<file path="src/rtl/ps2_host_transmitter_pkg.sv">
// rtl/ps2_host_transmitter_pkg.sv - shared state encoding and PS/2 frame constants
package ps2_host_transmitter_pkg;

    typedef enum logic [2:0] {
        ST_IDLE,
        ST_INHIBIT,
        ST_RTS,
        ST_SEND,
        ST_ACK,
        ST_WAIT_IDLE
    } tx_state_t;

    localparam int   FRAME_BITS = 11;
    localparam logic START_BIT  = 1'b0;
    localparam logic STOP_BIT   = 1'b1;

    // Bits shifted out after the start bit: D0..D7, odd parity, stop.
    function automatic logic [9:0] build_frame(input logic [7:0] data);
        return {STOP_BIT, ~^data, data};
    endfunction

endpackage

</file>
<file path="src/rtl/ps2_line_filter.sv">
// rtl/ps2_line_filter.sv - PS/2 line synchronizer, stable-count filter and falling-edge flag
module ps2_line_filter #(
    parameter int FILTER_LEN = 8
) (
    input  logic clk,
    input  logic resetn,
    input  logic line_raw,
    output logic line_filt,
    output logic line_fall
);

    localparam int             CW       = $clog2(FILTER_LEN + 1);
    localparam logic [CW-1:0]  CNT_LAST = CW'(FILTER_LEN - 1);

    logic [1:0]    sync;
    logic [CW-1:0] cnt;

    // Idle PS/2 lines sit high on the pull-up, so the filter resets to 1.
    always_ff @(posedge clk) begin
        if (!resetn) begin
            sync      <= 2'b11;
            cnt       <= '0;
            line_filt <= 1'b1;
            line_fall <= 1'b0;
        end else begin
            sync      <= {sync[0], line_raw};
            line_fall <= 1'b0;
            if (sync[1] == line_filt) begin
                cnt <= '0;
            end else if (cnt == CNT_LAST) begin
                cnt       <= '0;
                line_filt <= sync[1];
                line_fall <= ~sync[1];
            end else begin
                cnt <= cnt + 1'b1;
            end
        end
    end

endmodule

</file>
<file path="src/rtl/ps2_host_transmitter.sv">
// rtl/ps2_host_transmitter.sv - host-to-device PS/2 command byte transmitter
module ps2_host_transmitter
    import ps2_host_transmitter_pkg::*;
#(
    parameter int INHIBIT_CYCLES = 5000,
    parameter int TIMEOUT_CYCLES = 750000,
    parameter int FILTER_LEN     = 8
) (
    input  logic       FCLK,
    input  logic       RESET_N,
    input  logic [7:0] TX_DATA,
    input  logic       TX_START,
    output logic       TX_BUSY,
    output logic       TX_DONE,
    output logic       TX_ACK_ERR,
    output logic       TX_TIMEOUT,
    input  logic       PS2_CLK_IN,
    input  logic       PS2_DATA_IN,
    output logic       PS2_CLK_OE,
    output logic       PS2_DATA_OE
);

    localparam logic [31:0] INHIBIT_LAST  = 32'(INHIBIT_CYCLES - 1);
    localparam logic [31:0] TIMEOUT_LAST  = 32'(TIMEOUT_CYCLES - 1);
    localparam logic [3:0]  LAST_SEND_IDX = 4'(FRAME_BITS - 2);

    tx_state_t   state;
    logic [9:0]  shreg;
    logic [3:0]  bit_cnt;
    logic [31:0] timer;
    logic        ack_seen;

    logic clk_filt;
    logic clk_fall;
    logic data_filt;
    logic data_fall_unused;

    ps2_line_filter #(.FILTER_LEN(FILTER_LEN)) u_clk_filter (
        .clk       (FCLK),
        .resetn    (RESET_N),
        .line_raw  (PS2_CLK_IN),
        .line_filt (clk_filt),
        .line_fall (clk_fall)
    );

    ps2_line_filter #(.FILTER_LEN(FILTER_LEN)) u_data_filter (
        .clk       (FCLK),
        .resetn    (RESET_N),
        .line_raw  (PS2_DATA_IN),
        .line_filt (data_filt),
        .line_fall (data_fall_unused)
    );

    always_ff @(posedge FCLK) begin
        if (!RESET_N) begin
            state       <= ST_IDLE;
            shreg       <= '0;
            bit_cnt     <= '0;
            timer       <= '0;
            ack_seen    <= 1'b0;
            TX_BUSY     <= 1'b0;
            TX_DONE     <= 1'b0;
            TX_ACK_ERR  <= 1'b0;
            TX_TIMEOUT  <= 1'b0;
            PS2_CLK_OE  <= 1'b0;
            PS2_DATA_OE <= 1'b0;
        end else begin
            TX_DONE    <= 1'b0;
            TX_ACK_ERR <= 1'b0;
            TX_TIMEOUT <= 1'b0;
            case (state)
                ST_IDLE: begin
                    if (TX_START) begin
                        shreg       <= build_frame(TX_DATA);
                        TX_BUSY     <= 1'b1;
                        PS2_CLK_OE  <= 1'b1;
                        PS2_DATA_OE <= 1'b0;
                        timer       <= '0;
                        ack_seen    <= 1'b0;
                        state       <= ST_INHIBIT;
                    end
                end
                ST_INHIBIT: begin
                    if (timer == INHIBIT_LAST) begin
                        timer       <= '0;
                        PS2_DATA_OE <= ~START_BIT;
                        state       <= ST_RTS;
                    end else begin
                        timer <= timer + 32'd1;
                    end
                end
                ST_RTS: begin
                    PS2_CLK_OE <= 1'b0;
                    bit_cnt    <= '0;
                    timer      <= '0;
                    state      <= ST_SEND;
                end
                ST_SEND, ST_ACK: begin
                    // Timeout wins over a falling edge landing in the same cycle.
                    if (timer == TIMEOUT_LAST) begin
                        PS2_CLK_OE  <= 1'b0;
                        PS2_DATA_OE <= 1'b0;
                        TX_TIMEOUT  <= 1'b1;
                        TX_BUSY     <= 1'b0;
                        state       <= ST_IDLE;
                    end else begin
                        timer <= timer + 32'd1;
                        if (clk_fall) begin
                            if (state == ST_SEND) begin
                                PS2_DATA_OE <= ~shreg[0];
                                shreg       <= {1'b0, shreg[9:1]};
                                bit_cnt     <= bit_cnt + 4'd1;
                                if (bit_cnt == LAST_SEND_IDX)
                                    state <= ST_ACK;
                            end else begin
                                if (data_filt == 1'b0)
                                    ack_seen <= 1'b1;
                                else
                                    TX_ACK_ERR <= 1'b1;
                                state <= ST_WAIT_IDLE;
                            end
                        end
                    end
                end
                ST_WAIT_IDLE: begin
                    if (clk_filt && data_filt) begin
                        TX_DONE <= ack_seen;
                        TX_BUSY <= 1'b0;
                        state   <= ST_IDLE;
                    end
                end
                default: state <= ST_IDLE;
            endcase
        end
    end

endmodule

</file>
<file path="config.mk">
export PLATFORM = sky130hd
export DESIGN_NAME = ps2_host_transmitter
export DESIGN_NICKNAME = d
export VERILOG_FILES = /design/src/rtl/ps2_host_transmitter_pkg.sv /design/src/rtl/ps2_line_filter.sv /design/src/rtl/ps2_host_transmitter.sv
export SDC_FILE = /design/constraint.sdc
export NUM_CORES = 1
export LEC_CHECK = 0
export CAP_MARGIN = 20
export CORE_UTILIZATION = 60
export DETAILED_ROUTE_END_ITERATION = 8
export PLACE_DENSITY = 0.87
export SKIP_CTS_REPAIR_TIMING = 1
export SLEW_MARGIN = 20
export SYNTH_ARGS = -nofsm -noshare
export SYNTH_HDL_FRONTEND = slang
export SYNTH_SLANG_ARGS = --single-unit
</file>
<file path="constraint.sdc">
create_clock -name FCLK -period 3.4 [get_ports FCLK]
set_clock_uncertainty 0.15 [all_clocks]
set_input_delay 0.34 -clock FCLK [delete_from_list [all_inputs] [get_ports FCLK]]
set_output_delay 0.34 -clock FCLK [all_outputs]
set_load 0.05 [all_outputs]
</file>
==> results of run 1 <==
[per-layer routing]
metal  vias up  global-route usage, %
met5         -                      0
met4         0                  11.27
met3        11                  7.543
met2       108                  43.33
met1      1531                  34.80
li1       1576                      -
[flip-flops by register name, indices dropped and copies added, names as in the netlist]
register,count
TX_DONE,1
TX_TIMEOUT,1
state,3
u_clk_filter.sync,2
u_data_filter.sync,2
u_data_filter.line_filt,1
u_clk_filter.line_fall,1
u_clk_filter.cnt,4
shreg,10
TX_ACK_ERR,1
timer,32
TX_BUSY,1
u_data_filter.cnt,4
PS2_DATA_OE,1
bit_cnt,4
PS2_CLK_OE,1
ack_seen,1
u_clk_filter.line_filt,1
[worst max path at each step]
| stage | startpoint | to | slack, ns | depth (start not counted) |
|---|---|---|---|---|
| 2_1_floorplan | timer[26]$_SDFFE_PN0P_ | PS2_DATA_OE$_SDFFE_PN0P_ | 1.17 | 5 |
| 3_3_place_gp | TX_START | timer[31]$_SDFFE_PN0P_ | 0.78 | 6 |
| 3_5_place_dp | TX_START | timer[31]$_SDFFE_PN0P_ | 0.73 | 6 |
| 4_1_cts | timer[0]$_SDFFE_PN0P_ | shreg[8]$_SDFFE_PN0P_ | 0.77 | 6 |
| 5_1_grt | timer[0]$_SDFFE_PN0P_ | shreg[1]$_SDFFE_PN0P_ | 0.57 | 6 |
| 6_report | timer[15]$_SDFFE_PN0P_ | timer[12]$_SDFFE_PN0P_ | 0.72 | 6 |
[synth_stat cells (all sizes together), types with 2 or more instances]
library cell  instances
and3                  6
dfxtp                71
a211oi               11
nand2                51
o31ai                 4
nand4                12
a21o                  4
xor2                  6
or2                   2
nand4b                3
nor2b                 2
nand2b                5
and4                  6
a31oi                 4
nand3                17
and2                  2
xnor2                27
nand3b                3
a311oi                9
o21ai                16
a21oi                20
mux2i                 7
inv                  16
nor2                 31
clkbuf               11
or4                   8
nor3                 18
or3                   8
ha                    5
buf                   8
nor4                 15
[per-stage QoR]
stage	util, %	cell area (µm²)	total power, W	cells
after floorplan	-	3602	0.001145	423
after global placement	67.78	3824	0.001210	499
after detailed placement	67.78	3824	0.001219	499
after CTS	72.10	4068	0.002042	515
after global routing	72.10	4068	0.002109	515
final	72.10	4068	0.002038	515
[worst max-delay path, cell delays in order (launching register included)]
cell     delay, ns
dfxtp_1       0.36
nor4_1        0.57
and4_1        0.48
a31oi_2       0.23
o31ai_4       0.29
buf_4         0.35
nor2_1        0.11
[where the power goes]
group | total (W) | switching, W | leakage (nW) | internal, W
clock | 0.000830 | 0.000341 | 0.120 | 0.000489
combinational | 0.000296 | 0.000183 | 0.679 | 0.000113
sequential | 0.000912 | 0.0000403 | 0.577 | 0.000872
total | 0.00204 | 0.000564 | 1.38 | 0.00147
[logic make-up after synthesis]
group	synth area share, %
muxes	1.945
buffers and inverters	4.064
and+or+nand+nor	29.39
AOI/OAI and AO/OA	15.39
adders and majority gates	1.737
DFF	39.46
xor gates and xnor gates	8.024
[area by class of cell]
class | count | area, µm² | area share (%)
clock inverter | 7 | 120.1 | 2.953
clock buffer | 9 | 123.9 | 3.045
multi-input combinational | 317 | 2034 | 50.02
tap | 72 | 90.09 | 2.215
timing repair buffer | 23 | 217.7 | 5.352
sequential | 71 | 1421 | 34.94
inverter | 16 | 60.06 | 1.476
==> reports/metrics.csv, run 1 <==
metric;value;unit
max-clock-path-buffers;2;
postRouteAntennaNets;0;
first_pass_detailed_route_iteration_total;5;
drt_drc_violations_left;0;
via_per_inst;6.264;
vias_in_the_first_global_route;2995;
netlist.area_leader.share;39.46;%
worst_skew_pair.late_latency;0.36;ns
worst_setup_path_start_kind;flip-flop;
max_cap_viol_count;0;
numCtsBuffers;9;
start_util;63.85;%
leakage;1.376;nW
worst_r2r_startpoint;timer[15]$_SDFFE_PN0P_;
share_of_layout_cells_above_drive_strength_1;8.352;%
timing.slew.headroom;49.74;%
fp.dieH;79.49;µm
final_nets;456;
worst-endpoint-required;3.48;ns
netlist_area;0.003602;mm²
htree_num_levels;3;
route.met2.wl;3749;µm
rrSetupSlack;0.72;ns
synth_edf_count;0;
ys_top_cells_by_area;dfxtp_1 39%, xnor2_1 6.6%, nand2_1 5.3%, nor2_1 3.2%, a21oi_1 2.6%;
synthArstFlopShare;0;%
cts.clk_slew.worst_paths;0.08;ns
finalMaxSlewViolations;0;
crit-reg2reg-capture;timer[12]$_SDFFE_PN0P_;
final.period_utilization;78.70;%
floorplan.io_pins;19;
metal1_wirelength;3657;µm
clock_tree_from_tritoncts;built;
gp_routability_congestion;0.9219;
post_drt_wl_per_cell;15.60;µm
syn_nets;441;
synthCells;423;
final_critical_path_setup_slack;0.7241;ns
final-setup-viol-count;0;
power_per_cell_area;501.1;mW/mm²
place.detailed.hpwl;5312;µm
numPortBuffers;18;
postSynth.topFlopCell;dfxtp_1;
fillCellCount;418;
areaGrowthSynthToFinish;12.92;%
whs_path_depth;1;
die_area;0.006318;mm²
tightestPinTransition;0.7470;ns
top_layer;met4;
layout_commonest_cell;dfxtp_1;
worst_ir_drop_vdd;0.3200;mV
dieWidth;79.49;µm
layout_min_cycle_time;2.676;ns
grt_pass1_wl;13490;µm
core.rowCount;27;
worst-setup-path-type;flip-flop to flip-flop;
grt.overflow.total;0;
holdCritPathClass;flip-flop to flip-flop;
run_status;completed;
synth_sequential_area_ratio;39.46;%
grt_start_max_net_pins;33;
rsz0062_at_grt;false;
antenna_cells_inserted;0;
max_clock_freq;0.3737;GHz
pre_cts_ws;0.7336;ns
r2r.worst_path.cells;6;
worstPathMaxFanout;32;
core;0.005642;mm²
report.final.hold_viol_count;0;
finalHoldWorstSlack;0.2663;ns
cts.sink_count;71;
average_size_of_a_mapped_cell;8.516;µm²
end_of_the_worst_hold_path;u_data_filter.sync[1]$_SDFF_PN1_;
grt_antenna_before_repair;0;
routed_wl;8034;µm
detailroute.via_count;3226;
yosys_warnings;0;
timing.hold.worst.start;u_data_filter.sync[0]$_SDFF_PN1_;
initial_detailed_routing_violation_count;310;
ys_seq_elements;71;
clock_tree.root_cell;clkbuf_8;
yosys.area.top_type;dfxtp_1;
wl_met3;514;µm
timing.setup.tns;0;ns
cp_data_arrival_time;2.76;ns
final_cell_mix;71 x dfxtp_1, 51 x nand2_1, 31 x nor2_1;
netlist-cell-type-count;56;
grt.total_usage;27.36;%
cp-end-kind;flip-flop;
No activity file was read; power rests on OpenSTA's default activity.
==> run 2, diff against run 1 <==
Clock period 3.4 ns to 2.7 ns, I/O delays scaled along.
==> run 2 against run 1 <==
First-iteration DRC count up 12%. Highest routed layer unchanged. Flip-flop and latch count is the same. Non-clock buffer count increased by 4. Largest cell class unchanged. Cell area grew 0.62%. Maximum frequency rose by 8.4%. Combinational power grew 30%. Sequential power up 26%. Worst hold slack better by 0.0026 ns. Setup slack lost 0.49 ns. Register-to-register slack got worse by 0.49 ns.
==> reports/metrics.csv, run 2 (synthesis results as in run 1) <==
metric;value;unit;change
holdCritPathClass;flip-flop to flip-flop;;unchanged
core.rowCount;27;;unchanged
die_area;0.006318;mm²;unchanged
max_clock_freq;0.4050;GHz;was 0.3737 GHz
max_cap_viol_count;0;;unchanged
run_status;completed;;unchanged
critPathSlowestCell;or4_4;;was nor4_1
initial_detailed_routing_violation_count;346;;was 310
gp_routability_congestion;0.8539;;was 0.9219
dieWidth;79.49;µm;unchanged
intPower;0.001781;W;was 0.001474 W
via_per_inst;6.401;;was 6.264
largest_register_ff_count;32;;unchanged
cp-end-kind;flip-flop;;unchanged
numPortBuffers;18;;unchanged
grt_start_max_net_pins;33;;unchanged
rrSetupSlack;0.23;ns;was 0.72 ns
share_of_layout_cells_above_drive_strength_1;9.172;%;was 8.352%
seq_power_share;45.9;%;was 44.7%
grt.overflow.total;0;;unchanged
crit_chain;or4_4 > or4_4 > o21ai_0 > a21o_1 > mux2i_1;;was nor4_1 > and4_1 > a31oi_2 > o31ai_4 > buf_4 > nor2_1
timing.slew.headroom;55.29;%;was 49.74%
leakage;1.391;nW;was 1.376 nW
critPathMostFrequentCell;or4_4;;
drt_drc_violations_left;0;;unchanged
grt_antenna_before_repair;0;;unchanged
worst_ir_drop_vdd;0.5572;mV;was 0.3200 mV
worst-endpoint-required;2.83;ns;was 3.48 ns
worst_skew_pair.late_latency;0.35;ns;was 0.36 ns
final.period_utilization;91.44;%;was 78.70%
postRouteAntennaNets;0;;unchanged
vias_in_the_first_global_route;3097;;was 2995
cts.sink_count;71;;unchanged
numCtsBuffers;9;;unchanged
largest_register;timer;;unchanged
worstPathMaxFanout;4;;was 32
utilization;72.54;%;was 72.10%
final_nets;460;;was 456
htree_num_levels;3;;unchanged
timing.setup.tns;0;ns;unchanged
place.detailed.hpwl;5559;µm;was 5312 µm
report.final.hold_viol_count;0;;unchanged
cts.clk_slew.worst_paths;0.08;ns;about the same
largestRegisters;timer x32, shreg x10;;unchanged
detailroute.via_count;3322;;was 3226
core;0.005642;mm²;unchanged
final_cells;519;;was 515
share_comb_of_total_power;15.4;%;was 14.5%
finalMaxSlewViolations;0;;unchanged
floorplan.io_pins;19;;unchanged
layout_commonest_cell;dfxtp_1;;unchanged
areaGrowthSynthToFinish;13.62;%;was 12.92%
dpl-instance-area;0.003866;mm²;was 0.003824 mm²
tightestPinTransition;0.6646;ns;was 0.7470 ns
worst-setup-path-type;flip-flop to flip-flop;;unchanged
rsz0062_at_grt;false;;unchanged
final_cell_area;0.004093;mm²;was 0.004068 mm²
power.switching;0.0007202;W;was 0.0005642 W
grt_pass1_wl;13960;µm;was 13490 µm
antenna_cells_inserted;0;;unchanged
switching_share;28.80;%;was 27.68%
post_drt_wl_per_cell;15.85;µm;was 15.60 µm
dp.cells;503;;was 499
cp_data_arrival_time;2.60;ns;was 2.76 ns
layout_min_cycle_time;2.469;ns;was 2.676 ns
cpPeakStageDelay;0.58;ns;was 0.57 ns
power_per_cell_area;611.0;mW/mm²;was 501.1 mW/mm²
grt.total_usage;28.40;%;was 27.36%
first_pass_detailed_route_iteration_total;5;;unchanged
clock_tree_from_tritoncts;built;;unchanged
final-setup-viol-count;0;;unchanged
fp.dieH;79.49;µm;unchanged
clock_tree.root_cell;clkbuf_8;;unchanged
final_cell_mix;71 x dfxtp_1, 51 x nand2_1, 31 x nor2_1;;unchanged
finalPower;0.002501;W;was 0.002038 W
worst_setup_path_start_kind;flip-flop;;unchanged
start_util;63.85;%;unchanged
routed_wl;8228;µm;was 8034 µm
clockPowerShare;38.8;%;was 40.7%
max-clock-path-buffers;2;;unchanged
==> run 2: worst paths after layout <==
path                                                      start                         endpoint  depth (start not counted)
worst max register to register           timer[26]$_SDFFE_PN0P_          bit_cnt[0]$_SDFFE_PN0P_                          5
worst min register to register  u_clk_filter.sync[0]$_SDFF_PN1_  u_clk_filter.sync[1]$_SDFF_PN1_                          1
worst max-delay path                     timer[26]$_SDFFE_PN0P_          bit_cnt[0]$_SDFFE_PN0P_                          5
worst min-delay path            u_clk_filter.sync[0]$_SDFF_PN1_  u_clk_filter.sync[1]$_SDFF_PN1_                          1
==> run 2: layout make-up <==
class | count | area (µm²)
clock inverters | 7 | 102.6
clock buffers | 9 | 123.9
multi-input cells | 317 | 2034
fillers | 387 | 1549
repair buffers | 27 | 260.3
well taps | 72 | 90.09
flip-flops and latches | 71 | 1421
inverters | 16 | 60.06
==> run 2: routing by layer <==
metal	vias up	wire [µm]	share of wire, %	global-route usage (%)
met5	-	0	0	0
met2	168	3911	48	46.32
met4	0	121	1.5	11.09
met3	17	672	8.2	7.429
li1	1580	-	-	-
met1	1557	3523	43	35.58
==> run 2: through the flow <==
stage	setup slack, ns	hold slack [ns]
after global routing	0.07368	0.2867
after CTS	0.1781	0.2715
final	0.2311	0.2688
after floorplan	0.4659	0.1930
after global placement	0.2706	0.2411
after detailed placement	0.1728	0.2528
==> run 2: worst max-delay path, delay by kind of cell (launching register included) <==
family	cells	cell delay, ns
AOI/OAI and AO/OA	2	0.54
DFF	1	0.36
muxes	1	0.20
and+or+nand+nor	2	1.16
==> run 2: power by group through the flow <==
stage	clock (W)	combinational (W)	sequential (W)
after floorplan	0	0.000262	0.00118
after detailed placement	0	0.000374	0.00117
after global placement	0	0.000368	0.00117
final	0.000969	0.000385	0.00115
after global routing	0.00102	0.000419	0.00115
after CTS	0.000972	0.000379	0.00115
==> run 3, diff against run 2 <==
Settings changed: CORE_UTILIZATION 60 to 30, PLACE_DENSITY 0.87 to 0.53.
==> run 3 against run 2 <==
The flow now finishes with violations (DRC). Flip-flop and latch count stayed put. Register-to-register slack got worse by 0.12 ns. Utilization is 35 points lower. Cell area increased by 5.9%. Clock-buffer cell count is 2 higher. Total power increased by 15%. First-iteration DRC count fell by 24%. Maximum frequency shrank 4.5%. Setup slack lost 0.12 ns. Critical endpoint is now bit_cnt[1]$_SDFFE_PN0P_.
==> reports/metrics.csv, run 3 (synthesis results as in run 1) <==
metric;value;unit;change
worst_ir_drop_vdd;0.3296;mV;was 0.5572 mV
final_cell_mix;71 x dfxtp_1, 51 x nand2_1, 31 x nor2_1;;unchanged
grt_antenna_before_repair;0;;unchanged
clock_tree_from_tritoncts;built;;unchanged
report.final.hold_viol_count;0;;unchanged
largestRegisters;timer x32, shreg x10;;unchanged
max-clock-path-buffers;2;;unchanged
rrSetupSlack;0.11;ns;was 0.23 ns
cts.sink_count;71;;unchanged
worst_setup_path_start_kind;flip-flop;;unchanged
initial_detailed_routing_violation_count;262;;was 346
crit_buf_inv;0;;unchanged
utilization;37.47;%;was 72.54%
grt_pass1_wl;14330;µm;was 13960 µm
crit-reg2reg-capture;bit_cnt[1]$_SDFFE_PN0P_;;was bit_cnt[0]$_SDFFE_PN0P_
grt_busiest_layer;met2;;unchanged
r2r.worst_path.cells;5;;unchanged
layout_commonest_cell;dfxtp_1;;unchanged
clock_tree.root_cell;clkbuf_16;;was clkbuf_8
worst_r2r_startpoint;timer[27]$_SDFFE_PN0P_;;was timer[26]$_SDFFE_PN0P_
tightestPinTransition;0.6397;ns;was 0.6646 ns
routed_wl;8576;µm;was 8228 µm
worst-setup-path-type;flip-flop to flip-flop;;unchanged
layout_min_cycle_time;2.587;ns;was 2.469 ns
fp.dieH;111.6;µm;was 79.49 µm
holdCritPathClass;flip-flop to flip-flop;;unchanged
timing.hold.worst.start;u_clk_filter.sync[0]$_SDFF_PN1_;;unchanged
max_clock_freq;0.3866;GHz;was 0.4050 GHz
first_pass_detailed_route_iteration_total;9;;was 5
cp-end-kind;flip-flop;;unchanged
end_of_the_worst_hold_path;u_clk_filter.sync[1]$_SDFF_PN1_;;unchanged
path_delay_family;simple AND/OR/NAND/NOR gates;;unchanged
worst-endpoint-required;2.82;ns;was 2.83 ns
gp_routability_congestion;0.8657;;was 0.8539
finalMaxSlewViolations;0;;unchanged
vias_in_the_first_global_route;2932;;was 3097
worstPathMaxFanout;7;;was 4
detailroute.via_count;3194;;was 3322
grt.total_usage;14.55;%;was 28.40%
timing.setup.tns;0;ns;unchanged
core.rowCount;39;;was 27
via_per_inst;5.359;;was 6.401
met1_usage_in_global_routing;19.43;%;was 35.58%
place.detailed.hpwl;6013;µm;was 5559 µm
critPathSlowestCell;or4_4;;unchanged
worst_skew_pair.late_latency;0.34;ns;was 0.35 ns
die_area;0.01245;mm²;was 0.006318 mm²
largest_register_ff_count;32;;unchanged
cts.clk_slew.worst_paths;0.06;ns;was 0.08 ns
antenna_cells_inserted;0;;unchanged
met2_layer_usage_reported_by_global_route;21.79;%;was 46.32%
core;0.01156;mm²;was 0.005642 mm²
fillCellCount;1154;;was 387
drt_drc_violations_left;4;;was 0
dieWidth;111.6;µm;was 79.49 µm
share_of_layout_cells_above_drive_strength_1;10.38;%;was 9.172%
power_per_cell_area;661.2;mW/mm²;was 611.0 mW/mm²
numCtsBuffers;9;;unchanged
run_status;complete, but fails checks;;was completed
numPortBuffers;18;;unchanged
rsz0062_at_grt;false;;unchanged
max_cap_viol_count;0;;unchanged
cp_data_arrival_time;2.71;ns;was 2.60 ns
leakage;1.470;nW;was 1.391 nW
failed_checks;DRC;;
htree_num_levels;3;;unchanged
final-setup-viol-count;0;;unchanged
critPathMostFrequentCell;or4_4;;unchanged
floorplan.io_pins;19;;unchanged
grt.overflow.total;0;;unchanged
globalRouteMet3Util;3.919;%;was 7.429%
postRouteAntennaNets;0;;unchanged
largest_register;timer;;unchanged
final_nets;466;;was 460
cpPeakStageDelay;0.57;ns;was 0.58 ns
post_drt_wl_per_cell;14.39;µm;was 15.85 µm
timing.slew.headroom;56.96;%;was 55.29%
crit_chain;or4_4 > or4_4 > o21ai_0 > a21o_1 > mux2i_1;;unchanged
final.period_utilization;95.80;%;was 91.44%
grt_start_max_net_pins;33;;unchanged
areaGrowthSynthToFinish;20.28;%;was 13.62%
whs_path_depth;1;;unchanged
start_util;31.15;%;was 63.85%
run 3: how the worst max path moves through the flow:
stage               depth (start not counted)                   start  slack, ns                       end
finish                                      5  timer[27]$_SDFFE_PN0P_       0.11   bit_cnt[1]$_SDFFE_PN0P_
global route                                6   timer[0]$_SDFFE_PN0P_       0.05   bit_cnt[1]$_SDFFE_PN0P_
CTS                                         5  timer[26]$_SDFFE_PN0P_       0.15   bit_cnt[1]$_SDFFE_PN0P_
detailed placement                          5  timer[26]$_SDFFE_PN0P_       0.22   bit_cnt[1]$_SDFFE_PN0P_
global placement                            5  timer[27]$_SDFFE_PN0P_       0.27   bit_cnt[1]$_SDFFE_PN0P_
floorplan                                   5  timer[26]$_SDFFE_PN0P_       0.47  PS2_DATA_OE$_SDFFE_PN0P_
run 3: per-layer routing:
layer,vias up,share of wire (%)
li1,1601,-
met1,1492,47
met2,85,45
met3,16,5.4
met4,0,2.2
met5,-,0
run 3: cell type report:
type	count	area (µm²)	share of cell area [%]
multi-input combinational	317	2034	46.95
sequential	71	1421	32.80
timing repair buffer	33	305.3	7.046
clock buffer	11	252.7	5.833
tap	143	178.9	4.129
clock inverter	5	80.08	1.848
inverter	16	60.06	1.386
run 3: metrics by stage:
stage          area [µm²]  std cells  setup slack (ns)  hold WS, ns  power, W
6_report             4333        596            0.1134       0.2552  0.002865
5_1_grt              4333        596           0.05336       0.2777  0.002969
4_1_cts              4333        596            0.1526       0.2569  0.002888
3_5_place_dp         4000        580            0.2200       0.2429  0.001564
3_3_place_gp         4000        580            0.2692       0.2388  0.001567
2_1_floorplan        3602        423            0.4659       0.1930  0.001442
run 3: report_power, final:
part / total, W / leakage (nW) / internal, W / switching (W)
sequential: 0.00113 / 0.577 / 0.00110 / 0.0000321
clock: 0.00132 / 0.158 / 0.000857 / 0.000463
combinational: 0.000413 / 0.735 / 0.000163 / 0.000250
total: 0.00286 / 1.47 / 0.00212 / 0.000745
run 3: worst register-to-register path: stages, from the launching register on:
cell,delay [ns]
dfxtp_1,0.36
or4_4,0.55
or4_4,0.57
o21ai_0,0.44
a21o_1,0.25
mux2i_1,0.19
